**config.mk**
```make
export PLATFORM = sky130hd
export DESIGN_NAME = enemy_shot_ctrl_flat
export DESIGN_NICKNAME = d
export VERILOG_FILES = /design/src/rtl/enemy_shot_pkg.sv /design/src/rtl/enemy_shot_ctrl_if.sv /design/src/rtl/enemy_shot_ctrl_shot_slot.sv /design/src/rtl/enemy_shot_ctrl.sv /design/src/flat_wrapper.sv
export SDC_FILE = /design/constraint.sdc
export NUM_CORES = 1
export LEC_CHECK = 0
export CAP_MARGIN = 10
export CELL_PAD_IN_SITES_DETAIL_PLACEMENT = 0
export CELL_PAD_IN_SITES_GLOBAL_PLACEMENT = 1
export CORE_UTILIZATION = 25
export CTS_CLUSTER_DIAMETER = 40
export CTS_CLUSTER_SIZE = 14
export DETAILED_ROUTE_END_ITERATION = 16
export PLACE_DENSITY_LB_ADDON = 0.1
export SLEW_MARGIN = 20
export SYNTH_ARGS = -nofsm -noshare
export SYNTH_HDL_FRONTEND = slang
export SYNTH_SLANG_ARGS = --single-unit
```
**constraint.sdc**
```tcl
create_clock -name clk -period 4.1 [get_ports clk]
set_input_delay 1.025 -clock clk [delete_from_list [all_inputs] [get_ports clk]]
set_output_delay 1.025 -clock clk [all_outputs]
set_load 0.02 [all_outputs]
```
**src/rtl/enemy_shot_pkg.sv**
```systemverilog
// enemy_shot_pkg
// Shared types and geometry for the enemy bullet controller:
//   state_t   - controller FSM states (S_IDLE, S_RUN, S_DEAD)
//   POS_W     - width of every stored screen coordinate
//   DEF_*     - default playfield / sprite geometry
//   pos_t     - packed x/y screen position
//   spawn_pos - muzzle position below a given enemy cell
package enemy_shot_pkg;

    typedef enum logic [1:0] {
        S_IDLE = 2'd0,
        S_RUN  = 2'd1,
        S_DEAD = 2'd2
    } state_t;

    localparam int POS_W = 10;

    localparam int DEF_LINHAS   = 4;
    localparam int DEF_COLUNAS  = 8;
    localparam int DEF_N_SHOTS  = 4;
    localparam int DEF_SPEED    = 4;
    localparam int DEF_ENEMY_W  = 32;
    localparam int DEF_ENEMY_H  = 24;
    localparam int DEF_SCREEN_H = 480;
    localparam int DEF_PLAYER_Y = 440;
    localparam int DEF_PLAYER_W = 32;
    localparam int DEF_PLAYER_H = 16;

    typedef struct packed {
        logic [POS_W-1:0] x;
        logic [POS_W-1:0] y;
    } pos_t;

    // Bullet appears horizontally centred under the shooter's cell, at the
    // bottom edge of that cell. Math is 11 bits wide and truncated on return.
    function automatic pos_t spawn_pos(
        input logic [5:0]       col,
        input logic [5:0]       row,
        input logic [POS_W-1:0] fleet_x,
        input logic [POS_W-1:0] fleet_y,
        input int               enemy_w,
        input int               enemy_h
    );
        pos_t        p;
        logic [10:0] x11;
        logic [10:0] y11;
        x11 = {1'b0, fleet_x} + 11'(col) * 11'(enemy_w) + 11'(enemy_w / 2);
        y11 = {1'b0, fleet_y} + (11'(row) + 11'd1) * 11'(enemy_h);
        p.x = x11[POS_W-1:0];
        p.y = y11[POS_W-1:0];
        return p;
    endfunction

endpackage

```
**src/rtl/enemy_shot_ctrl_if.sv**
```systemverilog
// enemy_shot_if
// Bundle between the game engine / formation / renderer side (master) and
// the enemy bullet controller (slave).
//   run, shooter_x/y, enemy_vivos, fleet_x/y, player_x : engine -> controller
//   shot_active, shot_x, shot_y, jogador_vivo           : controller -> engine/renderer
//   lives (only with ENEMY_SHOT_LIVES_EN)               : controller -> engine
interface enemy_shot_if #(
    parameter int LINHAS  = 4,
    parameter int COLUNAS = 8,
    parameter int N_SHOTS = 4
);
    import enemy_shot_pkg::*;

    logic                       run;
    logic [5:0]                 shooter_x;
    logic [5:0]                 shooter_y;
    logic [LINHAS*COLUNAS-1:0]  enemy_vivos;
    logic [POS_W-1:0]           fleet_x;
    logic [POS_W-1:0]           fleet_y;
    logic [POS_W-1:0]           player_x;
    logic [N_SHOTS-1:0]         shot_active;
    logic [POS_W*N_SHOTS-1:0]   shot_x;
    logic [POS_W*N_SHOTS-1:0]   shot_y;
    logic                       jogador_vivo;
`ifdef ENEMY_SHOT_LIVES_EN
    logic [1:0]                 lives;
`endif

    modport master (
        output run, shooter_x, shooter_y, enemy_vivos, fleet_x, fleet_y, player_x,
`ifdef ENEMY_SHOT_LIVES_EN
        input  lives,
`endif
        input  shot_active, shot_x, shot_y, jogador_vivo
    );

    modport slave (
        input  run, shooter_x, shooter_y, enemy_vivos, fleet_x, fleet_y, player_x,
`ifdef ENEMY_SHOT_LIVES_EN
        output lives,
`endif
        output shot_active, shot_x, shot_y, jogador_vivo
    );

endinterface

```
**src/rtl/enemy_shot_ctrl_shot_slot.sv**
```systemverilog
// shot_slot
// One enemy bullet: live flag plus x/y position.
//   clk, reset   : clock, synchronous active-high reset
//   i_load       : take i_load_x/i_load_y and go live (wins over step/kill)
//   i_step       : move down by SPEED if live
//   i_kill       : drop the live flag
//   i_player_x   : player box left edge for the hit test
//   o_active/o_x/o_y : registered slot state
//   o_offscreen  : a step this cycle would reach or pass SCREEN_H
//   o_hit        : live bullet currently inside the player box
module shot_slot
    import enemy_shot_pkg::*;
#(
    parameter int SPEED    = DEF_SPEED,
    parameter int SCREEN_H = DEF_SCREEN_H,
    parameter int PLAYER_Y = DEF_PLAYER_Y,
    parameter int PLAYER_W = DEF_PLAYER_W,
    parameter int PLAYER_H = DEF_PLAYER_H
) (
    input  logic             clk,
    input  logic             reset,
    input  logic             i_load,
    input  logic             i_step,
    input  logic             i_kill,
    input  logic [POS_W-1:0] i_load_x,
    input  logic [POS_W-1:0] i_load_y,
    input  logic [POS_W-1:0] i_player_x,
    output logic             o_active,
    output logic [POS_W-1:0] o_x,
    output logic [POS_W-1:0] o_y,
    output logic             o_offscreen,
    output logic             o_hit
);
    logic             r_active;
    logic [POS_W-1:0] r_x;
    logic [POS_W-1:0] r_y;
    logic [10:0]      w_y_next;
    logic [10:0]      w_px_end;

    // 11-bit so a bullet near the bottom cannot wrap back to the top
    assign w_y_next    = {1'b0, r_y} + 11'(SPEED);
    assign o_offscreen = r_active && (w_y_next >= 11'(SCREEN_H));

    assign w_px_end = {1'b0, i_player_x} + 11'(PLAYER_W);
    assign o_hit    = r_active
                   && (r_x >= i_player_x) && ({1'b0, r_x} < w_px_end)
                   && ({1'b0, r_y} >= 11'(PLAYER_Y))
                   && ({1'b0, r_y} <  11'(PLAYER_Y + PLAYER_H));

    always_ff @(posedge clk) begin
        if (reset) begin
            r_active <= 1'b0;
            r_x      <= '0;
            r_y      <= '0;
        end else if (i_load) begin
            r_active <= 1'b1;
            r_x      <= i_load_x;
            r_y      <= i_load_y;
        end else begin
            if (i_step && r_active)
                r_y <= w_y_next[POS_W-1:0];
            if (i_kill)
                r_active <= 1'b0;
        end
    end

    assign o_active = r_active;
    assign o_x      = r_x;
    assign o_y      = r_y;

endmodule

```
**src/rtl/enemy_shot_ctrl.sv**
```systemverilog
// enemy_shot_ctrl
// Spawns enemy bullets under the engine-selected shooter, moves them down
// the screen and detects hits on the player.
//   clk, reset : clock, synchronous active-high reset
//   bus        : enemy_shot_if slave (engine inputs, shot state, jogador_vivo)
// Build option: ENEMY_SHOT_LIVES_EN gives the player 3 lives, adds bus.lives
// and an invulnerability window after each non-fatal hit.
module enemy_shot_ctrl
    import enemy_shot_pkg::*;
#(
    parameter int          LINHAS      = DEF_LINHAS,
    parameter int          COLUNAS     = DEF_COLUNAS,
    parameter int          N_SHOTS     = DEF_N_SHOTS,
    parameter logic [25:0] FIRE_PERIOD = 26'd2000000,
    parameter logic [19:0] STEP_DIV    = 20'd250000,
    parameter int          SPEED       = DEF_SPEED,
    parameter int          ENEMY_W     = DEF_ENEMY_W,
    parameter int          ENEMY_H     = DEF_ENEMY_H,
    parameter int          SCREEN_H    = DEF_SCREEN_H,
    parameter int          PLAYER_Y    = DEF_PLAYER_Y,
    parameter int          PLAYER_W    = DEF_PLAYER_W,
    parameter int          PLAYER_H    = DEF_PLAYER_H
) (
    input  logic        clk,
    input  logic        reset,
    enemy_shot_if.slave bus
);
    localparam int                   N_ENEMY = LINHAS * COLUNAS;
    localparam logic [N_ENEMY-1:0]   ONE_E   = 1;
    localparam logic [N_SHOTS-1:0]   ONE_S   = 1;

    state_t      r_state;
    logic [25:0] r_fire_cnt;
    logic [19:0] r_step_cnt;
    logic        r_jogador_vivo;

    logic        w_run_st;
    logic        w_fire;
    logic        w_step;
    logic        w_take_hit;
    logic        w_shooter_ok;
    logic        w_spawn_ok;
    logic [5:0]  w_col;
    pos_t        w_spawn;

    logic [N_SHOTS-1:0]            w_active;
    logic [N_SHOTS-1:0]            w_off;
    logic [N_SHOTS-1:0]            w_hit;
    logic [N_SHOTS-1:0]            w_free;
    logic [N_SHOTS-1:0]            w_free_sel;
    logic [N_SHOTS-1:0]            w_load;
    logic [N_SHOTS-1:0]            w_kill;
    logic [N_SHOTS-1:0][POS_W-1:0] w_x;
    logic [N_SHOTS-1:0][POS_W-1:0] w_y;

`ifdef ENEMY_SHOT_LIVES_EN
    localparam logic [21:0] INVUL_CLKS = {STEP_DIV, 2'b00};
    logic [1:0]  r_lives;
    logic [21:0] r_invul;
`endif

    assign w_run_st = (r_state == S_RUN);
    assign w_fire   = w_run_st && (r_fire_cnt == FIRE_PERIOD - 26'd1);
    assign w_step   = w_run_st && (r_step_cnt == STEP_DIV - 20'd1);

`ifdef ENEMY_SHOT_LIVES_EN
    assign w_take_hit = w_run_st && (|w_hit) && (r_invul == '0);
`else
    assign w_take_hit = w_run_st && (|w_hit);
`endif

    // Out-of-range index shifts the one-hot mask off the end, so it reads dead too
    assign w_shooter_ok = ({1'b0, bus.shooter_x} < 7'(N_ENEMY))
                       && (|(bus.enemy_vivos & (ONE_E << bus.shooter_x)));
    assign w_col   = bus.shooter_x - 6'(32'(bus.shooter_y) * COLUNAS);
    assign w_spawn = spawn_pos(w_col, bus.shooter_y, bus.fleet_x, bus.fleet_y,
                               ENEMY_W, ENEMY_H);

    // Free slots are judged on the pre-edge state, so a slot leaving the
    // screen on this edge is not handed out until the next attempt.
    assign w_free     = ~w_active;
    assign w_free_sel = w_free & (~w_free + ONE_S);
    assign w_spawn_ok = w_fire && w_shooter_ok && (|w_free) && !w_take_hit;
    assign w_load     = w_free_sel & {N_SHOTS{w_spawn_ok}};

    // Any accepted hit wipes the whole pool (death, or a lost life)
    assign w_kill = {N_SHOTS{w_take_hit}} | ({N_SHOTS{w_step}} & w_off);

    for (genvar g = 0; g < N_SHOTS; g++) begin : g_slot
        shot_slot #(
            .SPEED    (SPEED),
            .SCREEN_H (SCREEN_H),
            .PLAYER_Y (PLAYER_Y),
            .PLAYER_W (PLAYER_W),
            .PLAYER_H (PLAYER_H)
        ) u_slot (
            .clk         (clk),
            .reset       (reset),
            .i_load      (w_load[g]),
            .i_step      (w_step),
            .i_kill      (w_kill[g]),
            .i_load_x    (w_spawn.x),
            .i_load_y    (w_spawn.y),
            .i_player_x  (bus.player_x),
            .o_active    (w_active[g]),
            .o_x         (w_x[g]),
            .o_y         (w_y[g]),
            .o_offscreen (w_off[g]),
            .o_hit       (w_hit[g])
        );
    end

    always_ff @(posedge clk) begin
        if (reset) begin
            r_state        <= S_IDLE;
            r_fire_cnt     <= '0;
            r_step_cnt     <= '0;
            r_jogador_vivo <= 1'b1;
`ifdef ENEMY_SHOT_LIVES_EN
            r_lives        <= 2'd3;
            r_invul        <= '0;
`endif
        end else begin
`ifdef ENEMY_SHOT_LIVES_EN
            if (r_invul != '0)
                r_invul <= r_invul - 22'd1;
`endif
            case (r_state)
                S_IDLE: begin
                    if (bus.run)
                        r_state <= S_RUN;
                end
                S_RUN: begin
                    r_fire_cnt <= w_fire ? '0 : r_fire_cnt + 26'd1;
                    r_step_cnt <= w_step ? '0 : r_step_cnt + 20'd1;
                    if (w_take_hit) begin
`ifdef ENEMY_SHOT_LIVES_EN
                        r_lives <= r_lives - 2'd1;
                        r_invul <= INVUL_CLKS;
                        if (r_lives == 2'd1) begin
                            r_state        <= S_DEAD;
                            r_jogador_vivo <= 1'b0;
                        end
`else
                        r_state        <= S_DEAD;
                        r_jogador_vivo <= 1'b0;
`endif
                    end else if (!bus.run) begin
                        r_state <= S_IDLE;
                    end
                end
                S_DEAD: ;
                default: r_state <= S_IDLE;
            endcase
        end
    end

    assign bus.shot_active  = w_active;
    assign bus.shot_x       = w_x;
    assign bus.shot_y       = w_y;
    assign bus.jogador_vivo = r_jogador_vivo;
`ifdef ENEMY_SHOT_LIVES_EN
    assign bus.lives        = r_lives;
`endif

endmodule

```
**src/flat_wrapper.sv**
```systemverilog
// flat-port wrapper written by rule: the top's interface ports become plain ports
module enemy_shot_ctrl_flat import enemy_shot_pkg::*;
#(
    parameter int          LINHAS      = DEF_LINHAS,
    parameter int          COLUNAS     = DEF_COLUNAS,
    parameter int          N_SHOTS     = DEF_N_SHOTS,
    parameter logic [25:0] FIRE_PERIOD = 26'd2000000,
    parameter logic [19:0] STEP_DIV    = 20'd250000,
    parameter int          SPEED       = DEF_SPEED,
    parameter int          ENEMY_W     = DEF_ENEMY_W,
    parameter int          ENEMY_H     = DEF_ENEMY_H,
    parameter int          SCREEN_H    = DEF_SCREEN_H,
    parameter int          PLAYER_Y    = DEF_PLAYER_Y,
    parameter int          PLAYER_W    = DEF_PLAYER_W,
    parameter int          PLAYER_H    = DEF_PLAYER_H
)
  (clk, reset, bus_run, bus_shooter_x, bus_shooter_y, bus_enemy_vivos, bus_fleet_x, bus_fleet_y, bus_player_x, bus_shot_active, bus_shot_x, bus_shot_y, bus_jogador_vivo);
  enemy_shot_if #(.LINHAS(LINHAS), .COLUNAS(COLUNAS), .N_SHOTS(N_SHOTS)) bus_i ();
  input  logic clk;
  input  logic reset;
  input wire logic [$bits(bus_i.run)-1:0] bus_run;
  input wire logic [$bits(bus_i.shooter_x)-1:0] bus_shooter_x;
  input wire logic [$bits(bus_i.shooter_y)-1:0] bus_shooter_y;
  input wire logic [$bits(bus_i.enemy_vivos)-1:0] bus_enemy_vivos;
  input wire logic [$bits(bus_i.fleet_x)-1:0] bus_fleet_x;
  input wire logic [$bits(bus_i.fleet_y)-1:0] bus_fleet_y;
  input wire logic [$bits(bus_i.player_x)-1:0] bus_player_x;
  output wire logic [$bits(bus_i.shot_active)-1:0] bus_shot_active;
  output wire logic [$bits(bus_i.shot_x)-1:0] bus_shot_x;
  output wire logic [$bits(bus_i.shot_y)-1:0] bus_shot_y;
  output wire logic [$bits(bus_i.jogador_vivo)-1:0] bus_jogador_vivo;
  assign bus_i.run = bus_run;
  assign bus_i.shooter_x = bus_shooter_x;
  assign bus_i.shooter_y = bus_shooter_y;
  assign bus_i.enemy_vivos = bus_enemy_vivos;
  assign bus_i.fleet_x = bus_fleet_x;
  assign bus_i.fleet_y = bus_fleet_y;
  assign bus_i.player_x = bus_player_x;
  assign bus_shot_active = bus_i.shot_active;
  assign bus_shot_x = bus_i.shot_x;
  assign bus_shot_y = bus_i.shot_y;
  assign bus_jogador_vivo = bus_i.jogador_vivo;
  enemy_shot_ctrl #(.LINHAS(LINHAS), .COLUNAS(COLUNAS), .N_SHOTS(N_SHOTS), .FIRE_PERIOD(FIRE_PERIOD), .STEP_DIV(STEP_DIV), .SPEED(SPEED), .ENEMY_W(ENEMY_W), .ENEMY_H(ENEMY_H), .SCREEN_H(SCREEN_H), .PLAYER_Y(PLAYER_Y), .PLAYER_W(PLAYER_W), .PLAYER_H(PLAYER_H)) u_core (.clk(clk), .reset(reset), .bus(bus_i));
endmodule
```
# --- Word level (Yosys, flattened, before mapping) ---
# Index checks and enable logic that the tools add are counted.
word_totals:
  in_bits: 77
  register_bits: 133
op_classes:
  reduce_logical: 46
  n_addsub: 13
  n_eq_ne: 6
  shifts: 1
  n_mul: 1
  n_bitwise: 8
  n_mux: 22
  magnitude_cmp: 21
op_table:
  columns: ["operator", "count"]
  rows:
  - ["$mux W10", 8]
  - ["$add A10 B3 Y11 const B", 4]
  - ["$ge A11 B9 Y1 const B", 4]
  - ["$lt A10 B11 Y1", 4]
  - ["$ge A10 B10 Y1", 4]
  - ["$ge A10 B9 Y1 const B", 4]
  - ["$lt A10 B9 Y1 const B", 4]
  - ["$and A32 B32 Y32", 1]
  - ["$reduce_or A32 Y1", 1]
  - ["$shl A1 B6 Y32 const A", 1]
  - ["$logic_and A1 B1 Y1", 31]
  - ["$add A26 B1 Y26 const B", 1]
  - ["$eq A26 B21 Y1 const B", 1]
  - ["$mux W26", 1]
  - ["$add A10 B10 Y10", 2]
  - ["$add A20 B1 Y20 const B", 1]
  - ["$eq A20 B18 Y1 const B", 1]
  - ["$mux W20", 1]
  - ["$reduce_bool A2 Y1", 8]
  - ["$and A4 B4 Y4", 3]
  - ["$add A10 B6 Y11 const B", 1]
  - ["$mul A11 B2 Y7 const B", 1]
  - ["$add A10 B5 Y10 const B", 1]
  - ["$mux W1", 8]
  - ["18 further kinds", 22]

# --- Logic depth before layout (Yosys ltp) ---
depth:
  depth_word: 11
  mapped_depth: 15

# --- Modules after synthesis ---
# Synthesis repeated with hierarchy kept, for this count alone.
hier_totals:
  cells_unflattened: 1117
  area_unflattened_um2: 9318.9
modules_own_cells:
  columns: ["module", "area_per_inst_um2", "seq_area_each_um2", "n_inst", "cells_each"]
  rows:
  - ["shot_slot (u_core.g_slot[1].u_slot ...)", 1443.9, 420.4, 3, 176]
  - ["enemy_shot_ctrl", 3480.8, 980.9, 1, 415]
  - ["shot_slot (u_core.g_slot[0].u_slot)", 1506.4, 420.4, 1, 174]

# --- Least setup slack after synthesis ---
# Ideal clock, no wire load.
synth_timing:
  path_kind: "input port to flip-flop"
  from: "input port bus_player_x[5]"
  to: "register u_core.g_slot[2].u_slot.r_y[5]"
  required_time_ps: 3979
  arrival_ps: 3808
  path_stages: 13
  setup_time_ps: 121
  n_path_buf: 2
  setup_slack_ps: 170
  path_cell_list: "ha_1 > xnor2_1 > ha_1 > nand3b_1 > a211oi_1 > a2111oi_0 > a21oi_1 > o22ai_1 > o31ai_2 > or4b_1 > clkbuf_1 > buf_6 > mux2_4"
synth_via:
  elab_chain_len: 11
  elab_cells_between_ends: 32
  classes_between: "add/sub: 1; order compare: 8; mux: 1; bitwise: 1; reduce/logical: 21"
synth_rtl:
  columns: ["item", "line_no", "rtl"]
  rows:
  - ["start, declared", "flat_wrapper.sv:27", "input wire logic [$bits(bus_i.player_x)-1:0] bus_player_x;"]
  - ["$add A10 B6 Y11 / $ge A10 B10 Y1 (equally long branches)", "enemy_shot_ctrl_shot_slot.sv:44, enemy_shot_ctrl_shot_slot.sv:46", null]
  - ["$lt A10 B11 Y1 / $logic_and A1 B1 Y1 (equally long branches)", "enemy_shot_ctrl_shot_slot.sv:46", "&& (r_x >= i_player_x) && ({1'b0, r_x} < w_px_end)"]
  - ["$logic_and A1 B1 Y1", "enemy_shot_ctrl_shot_slot.sv:46", null]
  - ["$logic_and A1 B1 Y1", "enemy_shot_ctrl_shot_slot.sv:47", "&& ({1'b0, r_y} >= 11'(PLAYER_Y))"]
  - ["$logic_and A1 B1 Y1", "enemy_shot_ctrl_shot_slot.sv:48", "&& ({1'b0, r_y} < 11'(PLAYER_Y + PLAYER_H));"]
  - ["$reduce_or A4 Y1 *", "enemy_shot_ctrl.sv:69", "assign w_take_hit = w_run_st && (|w_hit);"]
  - ["$logic_and A1 B1 Y1 *", "enemy_shot_ctrl.sv:69", null]
  - ["$logic_not A1 Y1 *", "enemy_shot_ctrl.sv:83", "assign w_spawn_ok = w_fire && w_shooter_ok && (|w_free) && !w_take_hit;"]
  - ["$logic_and A1 B1 Y1 *", "enemy_shot_ctrl.sv:83", null]
  - ["$and A4 B4 Y4 *", "enemy_shot_ctrl.sv:84", "assign w_load = w_free_sel & {N_SHOTS{w_spawn_ok}};"]
  - ["$mux W10 / $reduce_bool A2 Y1 (equally long branches)", null, null]
  - ["end signal, assigned", "enemy_shot_ctrl_shot_slot.sv:58", "r_y <= i_load_y;"]
  - ["end signal, assigned", "enemy_shot_ctrl_shot_slot.sv:61", "r_y <= w_y_next[POS_W-1:0];"]
  - ["end, declared", "enemy_shot_ctrl_shot_slot.sv:36", "logic [POS_W-1:0] r_y;"]
# Mark *: on every way between the ends. The rest lies on a longest branch, timed or not.
# A chain may end at the register's enable or synchronous reset.

# --- Worst setup path in the final report ---
layout_timing:
  from: "input port bus_player_x[8]"
  to: "register u_core.g_slot[3].u_slot.r_y[5]"
layout_via:
  elab_chain_len: 11
  elab_cells_between_ends: 32
  classes_between: "add/sub: 1; order compare: 8; mux: 1; bitwise: 1; reduce/logical: 21"
layout_rtl:
  columns: ["item", "line_no"]
  rows:
  - ["$add A10 B6 Y11 / $ge A10 B10 Y1 (equally long branches)", "enemy_shot_ctrl_shot_slot.sv:44, enemy_shot_ctrl_shot_slot.sv:46"]
  - ["$lt A10 B11 Y1 / $logic_and A1 B1 Y1 (equally long branches)", "enemy_shot_ctrl_shot_slot.sv:46"]
  - ["$logic_and A1 B1 Y1", "enemy_shot_ctrl_shot_slot.sv:46"]
  - ["$logic_and A1 B1 Y1", "enemy_shot_ctrl_shot_slot.sv:47"]
  - ["$logic_and A1 B1 Y1", "enemy_shot_ctrl_shot_slot.sv:48"]
  - ["$reduce_or A4 Y1 *", "enemy_shot_ctrl.sv:69"]
  - ["$logic_and A1 B1 Y1 *", "enemy_shot_ctrl.sv:69"]
  - ["$logic_not A1 Y1 *", "enemy_shot_ctrl.sv:83"]
  - ["$logic_and A1 B1 Y1 *", "enemy_shot_ctrl.sv:83"]
  - ["$and A4 B4 Y4 *", "enemy_shot_ctrl.sv:84"]
  - ["$mux W10 / $reduce_bool A2 Y1 (equally long branches)", null]
  - ["end signal, assigned", "enemy_shot_ctrl_shot_slot.sv:58"]
  - ["end signal, assigned", "enemy_shot_ctrl_shot_slot.sv:61"]
  - ["end, declared", "enemy_shot_ctrl_shot_slot.sv:36"]
# Marked as above.

==> impl_metrics.ini <==
[critical_path]
criticalPathCategory = primary input to flop
crit_path_frequent_cell = buf_4
cp-end-kind = flop
slowest_stage = clkdlybuf4s50_1
max_stage_delay_ns = 0.54
r2r_cells = 9
worstPathRequired_ns = 4.41
path_cells = clkdlybuf4s50_1 > nand3_1 > xnor2_2 > buf_4 > ha_1 > o2111ai_2 > nor3_2 > nor4_2 > buf_4 > o31ai_4 > or4b_4 > buf_4 > mux2_4
path_delay_family = buffers and inverters
worst-path-buf-inv = 4
crit_path_start_kind = primary input
cp.arrival_ns = 4.23
path_depth = 13
worstPathMaxFanout = 5

[sta]
fin_ws_ns = 0.1822
hold_viol = 0
post-route-period-util = 0.9555
worst_slew_pin_slew_ns = 0.8651
fmax_mhz = 255.2
drv_slew = 0
rsz0062_at_grt = no
post-route-min-period_ns = 3.918
setup_violations = 0
fin_setup_tns_ns = 0
final.setup_skew_ns = 0.01284
max_slew_margin = 0.4233

[clock_network]
holdBufCountCts = 0
numCtsBuffers = 17
cts.clk_slew.worst_paths_ns = 0.06
cts-root-buf = clkbuf_16
worstSkewPairLatency_ns = 0.43
cts_buffer_depth = 2
cts_tree = built
h-tree-depth = 4
clock_sinks = 133

[worst_hold_path]
whs_path_depth = 1
min_path_type = flop to flop

[die]
rows = 69
ioPinCount = 162
coreArea_sq_um = 35830
die_w_microns = 193.4
die-area_sq_um = 37420
die_y_microns = 193.4
start_util = 0.2557

[synth]
syn-cell-area_sq_um = 9163
synth.top_cell.area_share = 0.2906
ys_types = 77
async_flop_share = 0
syn_inst = 1071
synthesis.nets = 1235
yosysTopAreaCell = dfxtp_1
syn_avg_cell_area_sq_um = 8.555
ys_seq_area_frac = 0.2906
synth_flop_cell = dfxtp_1
synth_edf_count = 0
ys_warn_count = 0
yosys-top-cells-area = dfxtp_1 29%, ha_1 11%, mux2i_1 7.2%
synth_seq_cells = 133

[detailed_routing]
wl_microns = 29410
first_pass_iters = 12
num_vias = 8223
drc = 9
drt_iter0_drc = 339
drtAntennaViolNets = 0
vias_per_cell = 4.656
post_drt_wl_per_cell_microns = 16.65

[outcome]
violations = DRC
status = complete, but fails checks

[final_layout]
fill_cells = 3734
syn2layout_area_growth_pct = 37.80
antenna_cells = 0
postLayoutCellArea_sq_um = 12630
layout-drive-gt1-share = 0.1310
nNetsFinal = 1457

[grt]
antenna_found_initial = 0
grt_pass1_wl_microns = 46100
grt_pass1_vias = 8130
grt_max_degree = 90
grt-ovfl-total = 0
track_usage = 0.1578

[place]
gp_congestion = 0.7933
dpl.hpwl_microns = 23020
dpl-instance-area_sq_um = 11880
post-place-ws_ns = -0.7608
port_buffers = 161

[pwr]
total_power_mw = 3.425
leakagePower_nw = 5.041
ir_worst_vdd_v = 0.0002854
p_per_area_nw_per_um2 = 271.2

[job]
max_cap_violations = 0
## cells by family after synthesis
logic type      share of synthesized area
simple gates                       0.2474
compound gates                     0.1258
flops                              0.2906
buf+inv                           0.04657
fa+ha+maj                          0.1224
xor+xnor                          0.08002
mux                               0.08726
## metal layers
| layer | wire, microns | track usage | up-vias |
|---|---|---|---|
| met5 | 0 | 0 | - |
| met4 | 224 | 0.03615 | 0 |
| met3 | 1290 | 0.03347 | 14 |
| met2 | 13300 | 0.2539 | 158 |
| met1 | 14590 | 0.2149 | 3787 |
| li1 | - | - | 4264 |
## sequential cells by signal, summed over array words and instances, names as in the netlist
| signal | cells |
|---|---|
| u_core.g_slot.u_slot.o_x | 40 |
| u_core.r_fire_cnt | 26 |
| u_core.r_state | 2 |
| u_core.g_slot.u_slot.o_active | 4 |
| u_core.g_slot.u_slot.o_y | 40 |
| u_core.r_step_cnt | 20 |
| u_core.bus.jogador_vivo | 1 |
## power by group
part / total [mW] / internal (mW) / switching (mW)
clock: 1.51 / 0.878 / 0.632
sequential: 1.30 / 1.29 / 0.00251
combinational: 0.618 / 0.322 / 0.296
## worst paths after layout
path	start	end	slack, ns
setup reg to reg	u_core.r_fire_cnt[0]	u_core.g_slot[3].u_slot.o_y[5]	0.94
setup / recovery	bus_player_x[8]	u_core.g_slot[3].u_slot.o_y[5]	0.18
hold reg to reg	u_core.bus.jogador_vivo	u_core.bus.jogador_vivo	0.46
hold / removal	u_core.bus.jogador_vivo	u_core.bus.jogador_vivo	0.46
## cell usage after synthesis, types with 7 or more instances
| cell | number |
|---|---|
| nor4b_1 | 8 |
| a211oi_1 | 12 |
| xnor2_1 | 42 |
| nand3b_1 | 10 |
| nand4_1 | 21 |
| nand2b_1 | 71 |
| mux2i_1 | 66 |
| clkbuf_1 | 35 |
| buf_2 | 8 |
| inv_1 | 44 |
| dfxtp_1 | 133 |
| nand2_1 | 66 |
| o21ai_0 | 32 |
| nor3_1 | 25 |
| or3_1 | 12 |
| nor3b_1 | 9 |
| and3_1 | 20 |
| o22ai_1 | 7 |
| a21oi_1 | 56 |
| a21o_1 | 14 |
| ha_1 | 84 |
| nor2_1 | 93 |
| xor2_1 | 36 |
| nand3_1 | 36 |
| nor2b_1 | 7 |
| nor4_1 | 7 |
## what timing repair did
action / CTS / global route
setup endpoints to repair: 75 / 73
setup buffers: 0 / 2
gates cloned: 0 / 0
resized for setup: 15 / 18
pin swaps: 5 / 4
hold endpoints to repair: 0 / 0
## layout make-up
| cell class | instances | area, sq um | area share |
|---|---|---|---|
| Multi-Input combinational cell | 840 | 6227 | 0.4932 |
| Sequential cell | 133 | 2663 | 0.2109 |
| Timing Repair Buffer | 257 | 2424 | 0.1920 |
| Tap cell | 461 | 576.8 | 0.04568 |
| Clock buffer | 20 | 466.7 | 0.03696 |
| Inverter | 44 | 165.2 | 0.01308 |
| Clock inverter | 11 | 103.9 | 0.008225 |
## metrics by stage
stage / hold slack (ns) / std cells / util
final: 0.4595 / 1766 / 0.3524
after global placement: 0.4475 / 1733 / 0.3316
after detailed placement: 0.4497 / 1733 / 0.3316
after CTS: 0.4632 / 1764 / 0.3498
after global routing: 0.5074 / 1766 / 0.3524
after floorplan: 0.4493 / 1071 / -
## cells in the final DEF, fill, tap and decap left out, types with 7 or more instances in the layout
master             n
and3_1            20
buf_4             90
mux2i_1           66
a21o_1            14
nor3_1            23
nand2b_1          71
nor4b_1            8
inv_1             44
dfxtp_1          133
or3_1             12
nor2b_1            7
o22ai_1            7
clkinvlp_4         8
o21ai_0           31
ha_1              82
nand3_1           36
nand3b_1          10
nor3b_1            8
xor2_1            35
clkbuf_16         17
a21oi_1           54
clkdlybuf4s50_1  154
nand4_1           21
nand2_1           66
nor2_1            93
xnor2_1           38
a211oi_1          10
(Power assumes the default switching activity.)
